[config.mk]
export PLATFORM = sky130hd
export DESIGN_NAME = seg_scan_decoder
export DESIGN_NICKNAME = d
export VERILOG_FILES = /design/src/rtl/seg_pkg.sv /design/src/rtl/seg_stable_det.sv /design/src/rtl/seg_scan_decoder.sv
export SDC_FILE = /design/constraint.sdc
export NUM_CORES = 1
export LEC_CHECK = 0
export ABC_AREA = 1
export BUFFER_PORTS_ARGS = -buffer_cell sky130_fd_sc_hd__buf_4
export CAP_MARGIN = 20
export CORE_MARGIN = 2
export CORE_UTILIZATION = 55
export CTS_CLUSTER_SIZE = 20
export DETAILED_ROUTE_END_ITERATION = 8
export PLACE_DENSITY = 0.78
export RECOVER_POWER = 50
export SYNTH_ARGS = -nofsm -noshare
export SYNTH_HDL_FRONTEND = slang
export SYNTH_HIERARCHICAL = 1
export SYNTH_SLANG_ARGS = --single-unit
[constraint.sdc]
create_clock -name clk -period 4.1 [get_ports clk]
set_clock_uncertainty 0.1 [all_clocks]
set_input_delay 0.205 -clock clk [delete_from_list [all_inputs] [get_ports clk]]
set_output_delay 0.205 -clock clk [all_outputs]
set_load 0.005 [all_outputs]
[src/rtl/seg_pkg.sv]
// Shared 7-segment definitions: cathode code table (dp off, active-low, a in bit 7)
// and the reverse lookup used by the scan decoder.
package seg_pkg;

    localparam logic [7:0] SEG_BLANK = 8'hFF;

    localparam logic [7:0] SEG_CODES [16] = '{
        8'h03, 8'h9F, 8'h25, 8'h0D, 8'h99, 8'h49, 8'h41, 8'h1F,
        8'h01, 8'h09, 8'h05, 8'hC1, 8'h63, 8'h85, 8'h21, 8'h71
    };

    // Returns {hit, nibble}; only segments a..g take part, dp is ignored.
    function automatic logic [4:0] seg_decode(input logic [6:0] seg);
        logic [4:0] r;
        r = '0;
        for (int i = 0; i < 16; i++) begin
            if (!r[4] && (SEG_CODES[i][7:1] == seg)) begin
                r = {1'b1, 4'(i)};
            end
        end
        return r;
    endfunction

endpackage

[src/rtl/seg_stable_det.sv]
// Sample register plus stability counter; emits a single commit strobe once the
// captured {an, cathode} word has been steady for STABLE_CYCLES samples.
//
//   state | meaning
//   TRACK | cnt < STABLE_CYCLES, sample still settling, no commit
//   HELD  | cnt == STABLE_CYCLES, one commit on entry, then idle until change
module seg_stable_det
    import seg_pkg::*;
#(
    parameter int W             = 12,
    parameter int STABLE_CYCLES = 4,
    parameter int CNT_W         = 8
) (
    input  logic         clk,
    input  logic         rst_n,
    input  logic [W-1:0] sample_in,
    output logic [W-1:0] held,
    output logic         commit
);

    localparam logic [0:0] ST_TRACK = 1'b0;
    localparam logic [0:0] ST_HELD  = 1'b1;
    localparam logic [CNT_W-1:0] CNT_SAT = CNT_W'(STABLE_CYCLES);

    logic [W-1:0]     s_q;
    logic [CNT_W-1:0] cnt;
    logic             done;
    logic [0:0]       st;

    always_comb begin
        st     = (cnt == CNT_SAT) ? ST_HELD : ST_TRACK;
        commit = (st == ST_HELD) && !done;
        held   = s_q;
    end

    // done is set even when the commit is later discarded by clear, so a
    // saturated window never retries.
    always_ff @(posedge clk or negedge rst_n) begin
        if (!rst_n) begin
            s_q  <= '0;
            cnt  <= '0;
            done <= 1'b0;
        end else begin
            s_q <= sample_in;
            if (sample_in != s_q) begin
                cnt  <= CNT_W'(1);
                done <= 1'b0;
            end else begin
                if (cnt != CNT_SAT) begin
                    cnt <= cnt + CNT_W'(1);
                end
                if (commit) begin
                    done <= 1'b1;
                end
            end
        end
    end

endmodule

[src/rtl/seg_scan_decoder.sv]
// Recovers per-position hex digits from a multiplexed active-low 7-segment drive,
// committing only stable anode/cathode combinations and flagging illegal ones.
module seg_scan_decoder
    import seg_pkg::*;
#(
    parameter int NUM_DIGITS    = 4,
    parameter int STABLE_CYCLES = 4,
    parameter int CNT_W         = 8
) (
    input  logic                          clk,
    input  logic                          rst_n,
    input  logic [NUM_DIGITS-1:0]         an,
    input  logic [0:7]                    cathode,
    input  logic                          clear,
    output logic [4*NUM_DIGITS-1:0]       digits,
    output logic [NUM_DIGITS-1:0]         digit_valid,
    output logic [NUM_DIGITS-1:0]         dp,
    output logic                          update,
    output logic [$clog2(NUM_DIGITS)-1:0] upd_idx,
    output logic                          err,
    output logic                          err_sticky
);

    localparam int W     = NUM_DIGITS + 8;
    localparam int IDX_W = $clog2(NUM_DIGITS);

    logic [W-1:0]          held;
    logic                  commit;
    logic [NUM_DIGITS-1:0] an_h;
    logic [7:0]            cat_h;
    logic [NUM_DIGITS-1:0] an_z;
    int                    nlow;
    logic [IDX_W-1:0]      idx;
    logic [4:0]            dec;
    logic                  legal;
    logic                  illegal;

    seg_stable_det #(
        .W             (W),
        .STABLE_CYCLES (STABLE_CYCLES),
        .CNT_W         (CNT_W)
    ) u_stable (
        .clk       (clk),
        .rst_n     (rst_n),
        .sample_in ({an, cathode}),
        .held      (held),
        .commit    (commit)
    );

    // cat_h[7:1] are segments a..g, cat_h[0] is the decimal point.
    always_comb begin
        an_h  = held[W-1:8];
        cat_h = held[7:0];
        an_z  = ~an_h;
        nlow  = $countones(an_z);
        idx   = '0;
        for (int i = 0; i < NUM_DIGITS; i++) begin
            if (an_z[i]) begin
                idx = IDX_W'(i);
            end
        end
        dec     = seg_decode(cat_h[7:1]);
        legal   = (nlow == 1) && dec[4];
        illegal = (nlow > 1) || ((nlow == 1) && !dec[4]);
    end

    always_ff @(posedge clk or negedge rst_n) begin
        if (!rst_n) begin
            digits      <= '0;
            digit_valid <= '0;
            dp          <= '0;
            update      <= 1'b0;
            upd_idx     <= '0;
            err         <= 1'b0;
            err_sticky  <= 1'b0;
        end else begin
            update <= 1'b0;
            err    <= 1'b0;
            if (clear) begin
                digit_valid <= '0;
                err_sticky  <= 1'b0;
            end else if (commit) begin
                if (legal) begin
                    digits[4*idx +: 4] <= dec[3:0];
                    dp[idx]            <= ~cat_h[0];
                    digit_valid[idx]   <= 1'b1;
                    update             <= 1'b1;
                    upd_idx            <= idx;
                end else if (illegal) begin
                    err        <= 1'b1;
                    err_sticky <= 1'b1;
                end
            end
        end
    end

endmodule

==> reports/results.tsv, run 1 <==
metric	value	unit
remaining routing DRC violations	0	
slowest CP cell	nor3_1	
Peak Freq	0.3002	GHz
first-pass GRT wire length	9680	µm
CTS root buf	clkbuf_8	
status	finished with violations	
leading area contributor after synthesis	dfrtp_1	
Global Route Usage Sum	22.49	%
total congestion overflow	0	
FF-to-FF setup slack	770	ps
area grow syn2layout	19.94	%
Arrival @ worst endpoint	3430	ps
Worst-Skew Late Latency	300	ps
final worst-path setup slack	768.8	ps
syn avg cell area	7.836	µm²
top cells by area, synth	dfrtp_1 (45%), nand2_1 (13%), inv_1 (6.9%)	
initial antenna violation count	0	
Hold Violations, Final	0	
CTS tree	done	
router iterations before antenna repair	4	
I/O pins	44	
Worst slew margin	-70.73	%
hold path cells	2	
post-route minimum period	3331	ps
number of global-route vias before repair	2209	
Slew Limit Fails	51	
Final setup violation count	0	
Cells after Synth	354	
hpwl dp	4157	µm
cell row count	25	
Initial Util	57.96	%
Critical Path Max Stage Delay	650	ps
# nets final	434	
clk sinks	50	
vias	2380	
initial DRC count	210	
Total Power	0.9000	mW
Yosys top cell area share	45.11	%
port bufs	43	
non-filler instance count after layout	481	
Final Cycle Share	81.25	%
Core Util, Final	69.52	%
maximum vdd ir drop	0.2500	mV
CP Launch Type	flip-flop	
max_cap viols	1	
CTS Buf Count	5	
die height	75.02	µm
DP Cell Count	460	
syn_nets	375	
placeable core area	4786	µm²
maximum root-to-sink buffer count	2	
layout cells sized above 1	17.15	%
P_leak	1.848	nW
Seq/Total Area, Yosys	45.11	%
WL final	5614	µm
worst-path cell chain	fa_1 > inv_1 > ha_1 > inv_1 > ha_1 > nor3_1 > inv_1 > nor2_4 > nand2_1 > nand2_1 > nand2_1	
worst r2r dst	upd_idx[1]	
Tightest Pin Transition	2561	ps
flops & latches, synth	50	
final setup TNS	0	ps
largest fanout on the critical path	25	
Worst R2R Start	u_stable/held[8]	
die width	75.02	µm
ANT cells	0	
Hold Crit Class	in2reg	
Reg2Reg Depth	11	
worst hold start	clear	
Worst EP required	4190	ps
number of library cell types mapped by synthesis	29	
Worst Setup End Kind	flip-flop	
Hold Crit Endpoint	digit_valid[3]	
Die ar.	5627	µm²
failing checks	capacitance limit, slew limit	
pre-CTS setup slack	795.4	ps
GP Congestion	0.9166	
synthesized area	2774	µm²
buffer and inverter count on the worst path	3	
RSZ-0062 raised after global routing	no	
H-tree levels	2	
Vias/cell	4.948	
post-route ant nets	0	
Crit path max-delay family	simple AND/OR/NAND/NOR gates	
Avg WL per Cell	11.67	µm
clock slew at reported path FFs	90	ps
crit path kind	reg2reg	
power per cell area	270.5	nW/µm²
yosys warns	6	
pin count of the biggest net entering global routing	51	
==> registers in the layout (all words and copies together), names as in the netlist <==
signal and flops:
dp 4, update 1, u_stable/done 1, err_sticky 1, digits 16, u_stable/cnt 8
u_stable/held 12, upd_idx 2, err 1, digit_valid 4
==> cells by family after synthesis <==
kind of cell	synth area share (%)
flip-flops	45.11
buffers and inverters	9.066
AND/OR/NAND/NOR	37.66
AO/OA/AOI/OAI	2.977
adder cells (fa/ha/maj)	2.977
XOR/XNOR	2.210
==> cells in the final DEF, fill, tap and decap left out <==
cell,Yosys,final
buf_4,1,29
nor3b_1,2,2
o21ai_1,2,2
nor3_2,1,1
nor2_4,4,4
clkinvlp_4,0,1
nand2_4,1,1
nand2_2,5,5
o211a_1,2,2
dlygate4sd3_1,0,13
nor2_2,8,8
clkbuf_8,0,6
fa_1,1,1
a41oi_1,1,1
clkinv_2,0,1
inv_1,51,51
nand3_1,14,14
nand4_2,5,5
nand2_1,96,96
a31oi_1,1,1
o22ai_2,1,1
xnor2_1,4,4
nor3_1,3,3
xor2_1,3,3
nand4_1,30,30
clkbuf_1,2,13
inv_2,6,6
dfrtp_1,50,50
a21oi_1,5,5
ha_1,5,5
nor2_1,47,47
nand3_2,1,1
clkbuf_4,0,2
==> per-stage QoR <==
| step | hold slack, ps | area [µm²] |
|---|---|---|
| after global routing | 26.20 | 3327 |
| after CTS | 21.48 | 3376 |
| after detailed placement | 162.7 | 3151 |
| after floorplan | -190.6 | 2774 |
| after global placement | 160.9 | 3151 |
| final | 20.29 | 3327 |
==> where the power goes <==
group / total [mW] / internal [mW] / leakage, nW / switching (mW)
Clock: 0.296 / 0.136 / 0.0472 / 0.160
Sequential: 0.507 / 0.499 / 0.666 / 0.00824
Combinational: 0.0973 / 0.0332 / 1.13 / 0.0641
==> worst max path at each step <==
stage / from / end / slack (ps) / cells after the start
2_1_floorplan: u_stable/held[8] / digits[12] / 1350 / 11
3_3_place_gp: u_stable/held[8] / upd_idx[0] / 1030 / 11
3_5_place_dp: u_stable/held[8] / upd_idx[1] / 800 / 11
4_1_cts: u_stable/held[8] / upd_idx[1] / 790 / 11
5_1_grt: u_stable/held[11] / upd_idx[1] / 540 / 11
6_report: u_stable/held[8] / upd_idx[1] / 770 / 11
==> repair_timing <==
| item | CTS | global route |
|---|---|---|
| endpoints found under the hold margin | 62 | 0 |
| hold buffers | 13 | 0 |
| setup buffers | 0 | 0 |
| resized for setup | 0 | 0 |
==> layout make-up <==
class	count	area [µm²]
clock buffer	6	82.58
clock inverter	2	12.51
fill	408	1459
inverter	57	214.0
multi-input combinational	242	1271
sequential	50	1251
tap	67	83.83
timing repair buffer	57	411.6
==> cell usage after synthesis (all sizes together) <==
| master | n |
|---|---|
| a21oi | 5 |
| a31oi | 1 |
| a41oi | 1 |
| buf | 3 |
| clkbuf | 2 |
| dfrtp | 50 |
| fa | 1 |
| ha | 5 |
| inv | 57 |
| nand2 | 102 |
| nand3 | 15 |
| nand4 | 35 |
| nor2 | 59 |
| nor3 | 4 |
| nor3b | 2 |
| o211a | 2 |
| o21ai | 2 |
| o22ai | 1 |
| xnor2 | 4 |
| xor2 | 3 |
==> metal layers <==
layer | track usage (%) | vias to the layer above | routed length (µm)
met3 | 4.418 | 6 | 225
met2 | 38.30 | 52 | 2675
li1 | - | 1234 | -
met4 | 4.762 | 0 | 53
met5 | 0 | - | 0
met1 | 29.98 | 1088 | 2660
No activity file was read; power rests on OpenSTA's default activity.
==> run 2, diff against run 1 <==
==> constraint.sdc (replaced) <==
create_clock -name clk -period 3.3 [get_ports clk]
set_clock_uncertainty 0.1 [all_clocks]
set_input_delay 0.165 -clock clk [delete_from_list [all_inputs] [get_ports clk]]
set_output_delay 0.165 -clock clk [all_outputs]
set_load 0.005 [all_outputs]
==> run 2 against run 1 <==
Net effect:
- critical path depth is the same
- register-to-register slack got worse by 240 ps
- critical endpoint unchanged
- die area unchanged
- utilization increased by 0.21 points
- final cell count up 0.42%
- largest power group unchanged
- routed wire length up 5.4%
- total power rose by 23%
- worst hold slack improved by 370 ps
- the flow now finishes without violations
- fmax up 20%
- setup slack lost 240 ps
- first-iteration DRC count fell by 7.6%
- sequential cell count did not move
- largest cell class unchanged
==> reports/results.tsv, run 2 (synthesized netlist as in run 1, its figures left out) <==
metric	value	unit
ANT cells	0	
initial antenna violation count	0	
slowest CP cell	fa_1	
number of global-route vias before repair	2328	
first-pass GRT wire length	10220	µm
clock slew at reported path FFs	90	ps
status	finished clean	
post-route ant nets	0	
die width	75.02	µm
FF+latch area	1251	µm²
Hold Violations, Final	0	
vias	2458	
hpwl dp	4332	µm
most frequent cells in the layout	nand2_1 (96), inv_1 (51), dfrtp_1 (50)	
Reg2Reg Depth	11	
port bufs	43	
placeable core area	4786	µm²
remaining routing DRC violations	0	
maximum root-to-sink buffer count	2	
Core Util, Final	69.73	%
Largest Register	digits	
Hold Crit Endpoint	upd_idx[0]	
power per cell area	332.8	nW/µm²
Final Cycle Share	84.00	%
Post-CTS Resized	0	
H-tree levels	2	
maximum vdd ir drop	0.1893	mV
Multi-input gate area	1271	µm²
CTS tree	done	
Worst-Skew Late Latency	310	ps
layout cells sized above 1	17.31	%
Die ar.	5627	µm²
hold path cells	2	
Worst R2R Start	u_stable/held[11]	
worst-path cell chain	fa_1 > inv_1 > ha_1 > inv_1 > ha_1 > nor3_1 > inv_1 > nor2_4 > nand2_1 > nand2_1 > nand2_1	
post-route minimum period	2772	ps
die height	75.02	µm
clk sinks	50	
worst hold start	upd_idx[0]	
# nets final	436	
CP Launch Type	flip-flop	
total congestion overflow	0	
CTS root buf	clkbuf_8	
final setup TNS	0	ps
max_cap viols	0	
Worst EP required	3400	ps
fill count	411	
Global Route Usage Sum	23.62	%
RSZ-0062 raised after global routing	no	
hold_buf cts	14	
worst r2r dst	upd_idx[1]	
Hold Crit Class	reg2reg	
Hold Slack	388.1	ps
WL final	5917	µm
Peak Freq	0.3607	GHz
Slew Limit Fails	0	
max FFs per register	16	
Vias/cell	5.089	
Worst Setup End Kind	flip-flop	
commonest non-fill, non-tap cell in the layout	nand2_1	
Worst slew margin	21.15	%
Post-CTS Setup Bufs	0	
I/O pins	44	
Arrival @ worst endpoint	2870	ps
pin count of the biggest net entering global routing	51	
area grow syn2layout	20.30	%
GP Congestion	0.8599	
Tightest Pin Transition	1183	ps
initial DRC count	194	
CTS Buf Count	5	
cell row count	25	
Final setup violation count	0	
crit path kind	reg2reg	
FF-to-FF setup slack	530	ps
Initial Util	57.96	%
largest fanout on the critical path	25	
Critical Path Max Stage Delay	500	ps
P_leak	1.858	nW
router iterations before antenna repair	4	
Avg WL per Cell	12.25	µm
run 2: cell types whose count changed in the layout (fill, tap and decap cells not counted), sizes merged:
cell	change
buf	+1
dlygate4sd3	+1
clkinvlp	-1
clkinv	+1
run 2: final cells by class:
cell class                      instances  area share [%]
Multi-Input combinational cell        242           38.10
Sequential cell                        50           37.50
Timing Repair Buffer                   59           12.90
Inverter                               57           6.412
Tap cell                               67           2.512
Clock buffer                            6           2.175
Clock inverter                          2          0.4124
run 2: metrics by stage:
stage	cell area [µm²]	setup WS, ps	cells	total power, mW
floorplan	2774	547.0	354	0.7133
global placement	3158	631.4	461	0.7570
detailed placement	3158	520.6	461	0.7609
CTS	3385	515.1	483	1.126
global route	3337	296.8	483	1.159
finish	3337	527.9	483	1.110
run 2: layer usage:
layer	vias to the layer above	part of all wire (%)	global-route usage [%]
met5	-	0	0
met4	0	0.64	6.151
met3	4	4.7	4.685
met2	67	51	41.13
met1	1138	44	30.11
li1	1249	-	-
run 2: power by group:
part	switching, mW	internal [mW]	total (mW)
sequential	0.0105	0.620	0.630
combinational	0.0806	0.0446	0.125
clock	0.205	0.150	0.355
total	0.296	0.814	1.11
run 2: how the worst max path moves through the flow:
stage                      start          to  slack, ps
6_report       u_stable/held[11]  upd_idx[1]        530
5_1_grt        u_stable/held[11]  upd_idx[1]        300
3_3_place_gp    u_stable/held[8]  upd_idx[0]        630
3_5_place_dp   u_stable/held[11]  upd_idx[1]        520
4_1_cts        u_stable/held[11]  upd_idx[1]        520
2_1_floorplan   u_stable/held[8]  digits[12]        550
run 2: worst max-delay path, delay by kind of cell (launching register included):
family        cells  cell delay [ps]
flops             1              450
fa+ha+maj         3              890
buf+inv           3              220
simple gates      5              990
